$ cat config.mk
export PLATFORM = sky130hd
export DESIGN_NAME = ekf_sched
export DESIGN_NICKNAME = d
export VERILOG_FILES = /design/src/rtl/ekf_pkg.sv /design/src/rtl/ekf_tmo_cnt.sv /design/src/rtl/ekf_sched.sv
export SDC_FILE = /design/constraint.sdc
export NUM_CORES = 1
export LEC_CHECK = 0
export CAP_MARGIN = 25
export CORE_MARGIN = 3
export CORE_UTILIZATION = 39
export DETAILED_ROUTE_END_ITERATION = 6
export GPL_TIMING_DRIVEN = 0
export PLACE_DENSITY = 0.77
export SLEW_MARGIN = 20
export SYNTH_ARGS = -nofsm -noshare
export SYNTH_HDL_FRONTEND = slang
export SYNTH_SLANG_ARGS = --single-unit
$ cat constraint.sdc
create_clock -name clk -period 1.98 [get_ports clk]
set_input_delay 0.297 -clock clk [delete_from_list [all_inputs] [get_ports clk]]
set_output_delay 0.297 -clock clk [all_outputs]
set_load 0.05 [all_outputs]
$ cat src/rtl/ekf_pkg.sv
// rtl/ekf_pkg.sv - shared types and constants for the EKF sample sequencer
package ekf_pkg;

  localparam int EKF_DATA_W  = 24;
  localparam int EKF_CUR_W   = 5;
  localparam int EKF_TMO_CYC = 4096;

  typedef enum logic [2:0] {
    IDLE,
    FETCH,
    RDWAIT,
    LAUNCH,
    WAIT_CORE,
    UPDATE
  } ekf_state_t;

endpackage

$ cat src/rtl/ekf_tmo_cnt.sv
// rtl/ekf_tmo_cnt.sv - loadable core-timeout counter with expire flag
module ekf_tmo_cnt
  import ekf_pkg::*;
#(
  parameter int TMO_CYC = EKF_TMO_CYC
) (
  input  logic clk,
  input  logic n_rst,
  input  logic load,
  input  logic inc,
  output logic expire
);

  localparam int CNT_W = (TMO_CYC > 2) ? $clog2(TMO_CYC) : 1;
  localparam logic [CNT_W-1:0] LAST = CNT_W'(TMO_CYC - 1);

  logic [CNT_W-1:0] cnt;

  // Saturates at LAST so a stalled count never wraps back to a live value.
  always_ff @(posedge clk) begin
    if (n_rst) begin
      cnt <= '0;
    end else if (load) begin
      cnt <= '0;
    end else if (inc && !expire) begin
      cnt <= cnt + CNT_W'(1);
    end
  end

  assign expire = (cnt == LAST);

endmodule

$ cat src/rtl/ekf_sched.sv
// rtl/ekf_sched.sv - EKF SOC sequencer: fetch sample, launch core, capture result, advance
module ekf_sched
  import ekf_pkg::*;
#(
  parameter int N_SAMPLES = 1000,
  parameter int ADDR_W    = 10,
  parameter int DATA_W    = EKF_DATA_W,
  parameter int CUR_W     = EKF_CUR_W,
  parameter int TMO_CYC   = EKF_TMO_CYC
) (
  input  logic              clk,
  input  logic              n_rst,
  input  logic              start,
  input  logic              mode,
  input  logic              stop_top,
  output logic              smp_rd_en,
  output logic [ADDR_W-1:0] smp_addr,
  input  logic [DATA_W-1:0] smp_vt,
  input  logic [CUR_W-1:0]  smp_ib,
  output logic              core_start,
  output logic [DATA_W-1:0] core_vt,
  output logic [CUR_W-1:0]  core_ib,
  input  logic              core_done,
  input  logic [DATA_W-1:0] core_soc,
  input  logic [DATA_W-1:0] core_vrc,
  output logic [DATA_W-1:0] ekf_soc,
  output logic [DATA_W-1:0] ekf_vrc,
  output logic              ekf_done,
  output logic              busy,
  output logic              run_done,
  output logic              err_tmo,
  output logic [ADDR_W-1:0] sample_idx
);

  localparam logic [ADDR_W-1:0] LAST_IDX = ADDR_W'(N_SAMPLES - 1);

  ekf_state_t state;
  logic       mode_q;
  logic       stop_pend;
  logic       tmo_load;
  logic       tmo_inc;
  logic       tmo_expire;

  // Counter reads 0 during LAUNCH, so it equals cycles elapsed since core_start.
  assign tmo_load = (state == RDWAIT);
  assign tmo_inc  = (state == LAUNCH) || (state == WAIT_CORE);

  ekf_tmo_cnt #(.TMO_CYC(TMO_CYC)) u_tmo (
    .clk    (clk),
    .n_rst  (n_rst),
    .load   (tmo_load),
    .inc    (tmo_inc),
    .expire (tmo_expire)
  );

  always_ff @(posedge clk) begin
    if (n_rst) begin
      state      <= IDLE;
      mode_q     <= 1'b0;
      stop_pend  <= 1'b0;
      sample_idx <= '0;
      smp_rd_en  <= 1'b0;
      smp_addr   <= '0;
      core_start <= 1'b0;
      core_vt    <= '0;
      core_ib    <= '0;
      ekf_soc    <= '0;
      ekf_vrc    <= '0;
      ekf_done   <= 1'b0;
      busy       <= 1'b0;
      run_done   <= 1'b0;
      err_tmo    <= 1'b0;
    end else begin
      smp_rd_en  <= 1'b0;
      core_start <= 1'b0;
      ekf_done   <= 1'b0;
      run_done   <= 1'b0;
      if (stop_top && state != IDLE) begin
        stop_pend <= 1'b1;
      end
      case (state)
        IDLE: begin
          if (start) begin
            mode_q    <= mode;
            err_tmo   <= 1'b0;
            smp_rd_en <= 1'b1;
            smp_addr  <= sample_idx;
            busy      <= 1'b1;
            state     <= FETCH;
          end
        end
        FETCH: begin
          state <= RDWAIT;
        end
        RDWAIT: begin
          core_vt    <= smp_vt;
          core_ib    <= smp_ib;
          core_start <= 1'b1;
          state      <= LAUNCH;
        end
        LAUNCH: begin
          state <= WAIT_CORE;
        end
        WAIT_CORE: begin
          if (core_done) begin
            ekf_soc  <= core_soc;
            ekf_vrc  <= core_vrc;
            ekf_done <= 1'b1;
            run_done <= (sample_idx == LAST_IDX);
            state    <= UPDATE;
          end else if (tmo_expire) begin
            err_tmo   <= 1'b1;
            stop_pend <= 1'b0;
            busy      <= 1'b0;
            state     <= IDLE;
          end
        end
        UPDATE: begin
          stop_pend <= 1'b0;
          if (sample_idx == LAST_IDX) begin
            sample_idx <= '0;
            busy       <= 1'b0;
            state      <= IDLE;
          end else begin
            sample_idx <= sample_idx + ADDR_W'(1);
            // A stop arriving in this very cycle still halts after this result.
            if (!mode_q && !stop_pend && !stop_top) begin
              smp_rd_en <= 1'b1;
              smp_addr  <= sample_idx + ADDR_W'(1);
              state     <= FETCH;
            end else begin
              busy  <= 1'b0;
              state <= IDLE;
            end
          end
        end
        default: begin
          busy  <= 1'b0;
          state <= IDLE;
        end
      endcase
    end
  end

endmodule

Word-level counts from Yosys, hierarchy flattened. Index checks and enable logic that the tools add are counted.

Muxes and demuxes: 31. Reduce and logical (&&, ||, !) cells: 23. Bitwise gates (word level): 3. Equality and inequality tests: 14. Add/subtract/negate cells: 2.

Operators by type and width (number): 10-bit 2-to-1 mux (4); 10-bit one-hot mux with 2 select lines (1); 1-bit 2-to-1 mux (18); 3-bit one-hot mux with 6 select lines (1); 12-bit by 1-bit adder with 12-bit output, second input constant (1); 12-bit == test, second input constant (1); 10-bit by 1-bit adder with 10-bit output, second input constant (1); 10-bit == test, second input constant (1); 3-bit 2-to-1 mux (3); 2-bit != test, second input constant (4); 4-bit AND reduction (2); 3-bit by 2-bit == test with 1-bit output, second input constant (2); 3-bit == test, second input constant (2); 1-bit one-hot mux with 2 select lines (3); 2-bit AND reduction (3); 3-bit OR reduction (2); 5-bit AND reduction (1); 1-bit logical AND (4); 1-bit logical NOT (4); 1-bit one-hot mux with 4 select lines (1); 2-bit nonzero test (2); 2-bit OR reduction (2); 3-bit by 1-bit == test with 1-bit output, second input constant (1); 3-bit logical NOT (1); other kinds (6) (8).

Bits of input ports: 83. Register bits after elaboration: 120. Output and inout bits: 103. Word-level logic and storage cells: 89.

Logic depth before layout (Yosys ltp).
Depth after elaboration: 6. Mapped depth: 8. Mapped depth without buffers: 6.

By module. A second synthesis with hierarchy kept.

Cell total of the unflattened synthesis: 570. Area, all modules: 4734.5 um^2.

By module, submodules not included: ekf_sched (cells each 497, seq. area each 2162.1 um^2, area an instance 4116.4 um^2, times used 1); ekf_tmo_cnt (cells each 73, seq. area each 240.2 um^2, area an instance 618.1 um^2, times used 1).

Worst setup path after synthesis. Ideal clock, no wire load.

Kind: flip-flop to flip-flop. Start point: register sample_idx[0]. End point: register smp_addr[4]. Period minus slack after synthesis: 2.355 ns. Cell stages (with the launch flop): 9. Data arrival time: 2.218 ns. Setup slack: -0.375 ns. Required time: 1.843 ns. Library setup time: 0.137 ns. Path buffers: 2. Cell sequence: dfxtp_1 ha_1 nand2_1 or4b_1 buf_6 o22a_4 buf_6 nor2_1 a211oi_2.

Cells in the longest elaborated chain, start to end: 4. Elaborated cells between the ends (all ways): 7. Those cells by class: add/sub (1); eq/ne (2); mux (3); reduce/logical (1).

Ends and longest elaborated chain: from (decl) (RTL line ekf_sched.sv:32) `output logic [ADDR_W-1:0] sample_idx`; from (signal assigned) (RTL line ekf_sched.sv:125) `sample_idx <= sample_idx + ADDR_W'(1);`; 10-bit by 1-bit adder with 10-bit output (RTL line ekf_sched.sv:129) `smp_addr <= sample_idx + ADDR_W'(1);`; 10-bit 2-to-1 mux (RTL line ekf_sched.sv:127) `if (!mode_q && !stop_pend && !stop_top) begin`; 10-bit 2-to-1 mux (RTL line ekf_sched.sv:120) `if (sample_idx == LAST_IDX) begin`; 10-bit one-hot mux with 2 select lines (RTL line ekf_sched.sv:81) `case (state)`; to (signal assigned) (RTL line ekf_sched.sv:87) `smp_addr <= sample_idx;`; to (signal assigned) (RTL line ekf_sched.sv:129); to (decl) (RTL line ekf_sched.sv:17) `output logic [ADDR_W-1:0] smp_addr,`.

Several ways; a longest one is shown, not always the timed one. The select of a mux whose other input is x is not followed. A chain may end at the register's enable or synchronous reset.

Worst setup path after layout.
Start point: register smp_addr[5]. End point: output smp_addr[5].

No word-level cell between the ends.

==> run metrics <==
status finished, final reports clean; Worst path max stage delay around 0.86 ns; row cnt 38; wirelength, routed approximately 13000 um; GRT Residual Overflow 0; CP max stage cell clkdlybuf4s50_1; crit-path max FO 2; DRT iter0 DRCs 310; mapped cell area 4490 um^2; diode count 0; largest net degree at the start of global routing 17; Initial DRT Pass Iterations 4; DR DRC count 0; CTS sink cnt 120; post-route cell area 7300 um^2; CP Cell Sequence clkdlybuf4s50_1; Core Footprint around 11000 um^2; Final Power 7160 uW; startpoint types flip-flop; sequential area share after synthesis 53.5%; share of layout cells above drive strength 1 11.7%; RSZ-0062 raised after global routing true; maximum root-to-sink buffer count 2; Syn Nets 585; crit path time final 1.93 ns; critical path endpoint category output port; VDD IR max 0.595 mV; async set-reset flop share out of synthesis 0%; GRT Total Usage 20.2%; CTS clock-pin slew for the worst setup and hold paths 0.06 ns; die span in y approximately 110 um; Leakage 0.00259 uW; clock latency on the worst-skew pair 0.40 ns; antenna violations before repair 0; Routability Congestion 0.834; Starting Density 40.7%; placed cells 824; Final Cycle Share 97.4%; TritonCTS Buffers 17; Clock Root Buffer clkbuf_16; WS Path Type flip-flop to output port; Worst-Margin Slew 0.714 ns; final setup violation count 0; Die Wd 113 um; Max Cap Viol 0; Post-synth EDFFs 0; Synth top cells by count dfxtp_1 (120), nand2_1 (116), a21oi_1 (63); PwrDens 980 nW/um^2; Required @ worst endpoint around 1.7 ns; # IOs 186; Area growth syn-to-layout 62.5%; worst rel slew slack a little over half; Worst Path Buf+Inv 1; Hold Vio Cnt, Final 0; Yosys top cell area share 53.5%; Post-synth top flop dfxtp_1; Critical Path AT 1.63 ns; Final Skew 0.00677 ns; Post-Syn Instances 500; first-pass GRT wire length between 20000 and 25000 um; fin util ~66%; H-tree depth 4; count of different cell masters after synthesis 44; CTS tree done; HPWL Detailed around 9600 um; syn_area_per_cell 8.99 um^2; Ys Warns 0; total vias in the final route 4317; number of port buffers 184; wire per inst roughly 15 um; CP delay by family, top buffers and inverters; via/cell ratio 5.01; FMAX 0.518 GHz; most common cell in the netlist dfxtp_1; fin cells 861; cts hold-fix bufs 0; Synth area leader dfxtp_1; flops & latches, synth 120; vias in the first global route 4340; Die ar. roughly 13000 um^2; max-slew violations 0; fin nets 793; hold crit path type input pin to flip-flop; Area contributors post-synth dfxtp_1 (53%), nand2_1 (9.7%), a21oi_1 (7.0%); Area after DPL 6540 um^2; Routed Antenna Nets 0
==> per-layer routing <==
| metal | vias up | global-route usage, % | share of wire [%] |
|---|---|---|---|
| li1 | 2135 | - | - |
| met5 | - | 0 | 0 |
| met3 | 18 | 5.19 | 4.2 |
| met4 | 0 | 6.65 | 1.9 |
| met1 | 2056 | 23.5 | 42 |
| met2 | 108 | 36.0 | 52 |
==> worst paths after layout <==
kind	from	endpoint	slack, ns	depth (start not counted)
hold / removal	n_rst	busy$_SDFFE_PP0P_	0.36	3
setup / recovery	smp_addr[5]$_SDFFE_PP0P_	smp_addr[5]	0.05	1
hold reg to reg	ekf_vrc[21]$_SDFFE_PP0P_	ekf_vrc[21]$_SDFFE_PP0P_	0.45	2
setup reg to reg	sample_idx[1]$_SDFFE_PP0P_	smp_addr[0]$_SDFFE_PP0P_	0.05	8
==> layout by cell type (no fill, tap or decap), drive strengths merged, types with 5 or more instances in the layout <==
master,instances
a211oi,10
a21oi,63
a22o,29
buf,15
bufinv,5
clkbuf,44
clkdlybuf4s50,182
clkinv,5
dfxtp,120
nand2,116
nand3,11
nand4,5
nor2,38
nor3,9
nor4,5
xnor2,11
xor2,8
==> layout make-up <==
class                      instances  area, um^2
fill                             889        3730
sequential                       120        2420
multi-input combinational        343        1990
timing repair buffer             190        1890
clock buffer                      20         457
clock inverter                    12         196
tap                              140         175
buffer                            33         163
inverter                           3        11.3
==> logic make-up after synthesis <==
| family | count (synthesis) | share of synthesized area, % |
|---|---|---|
| flops | 120 | 53.5 |
| compound gates | 116 | 18.1 |
| fa+ha+maj | 2 | 0.557 |
| simple gates | 205 | 20.2 |
| xor+xnor | 19 | 3.70 |
| mux | 1 | 0.223 |
| buf+inv | 37 | 3.76 |
==> report_power, final <==
| part | switching (uW) | total, uW | internal (uW) | leakage, uW |
|---|---|---|---|---|
| clock network | 1080 | 3380 | 2300 | 0.000320 |
| registers | 67.6 | 2600 | 2530 | 0.000977 |
| logic | 703 | 1180 | 476 | 0.00130 |
| total | 1850 | 7160 | 5310 | 0.00259 |
==> sequential cells by signal (all words and copies together), names as in the netlist, 3 cells and up <==
signal and cells:
core_vt 24, state 3, ekf_vrc 24, smp_addr 10, u_tmo.cnt 12, core_ib 5, ekf_soc 24, sample_idx 10
==> stage by stage <==
| stage | setup TNS, ns | hold WS [ns] | setup slack [ns] |
|---|---|---|---|
| 5_1_grt | -0.0374 | 0.399 | -0.0264 |
| 3_5_place_dp | -2.50 | 0.446 | -0.147 |
| 3_3_place_gp | -1.86 | 0.441 | -0.0902 |
| 4_1_cts | 0 | 0.349 | 0.00255 |
| 2_1_floorplan | 0 | 0.423 | 0.0207 |
| 6_report | 0 | 0.362 | 0.0506 |
==> repair_timing <==
item,in CTS,in global routing
setup endpoints to repair,52,55
pin swaps,0,2
hold endpoints to repair,0,0
setup buffers,1,5
resized for setup,4,19
(Power assumes the default switching activity.)
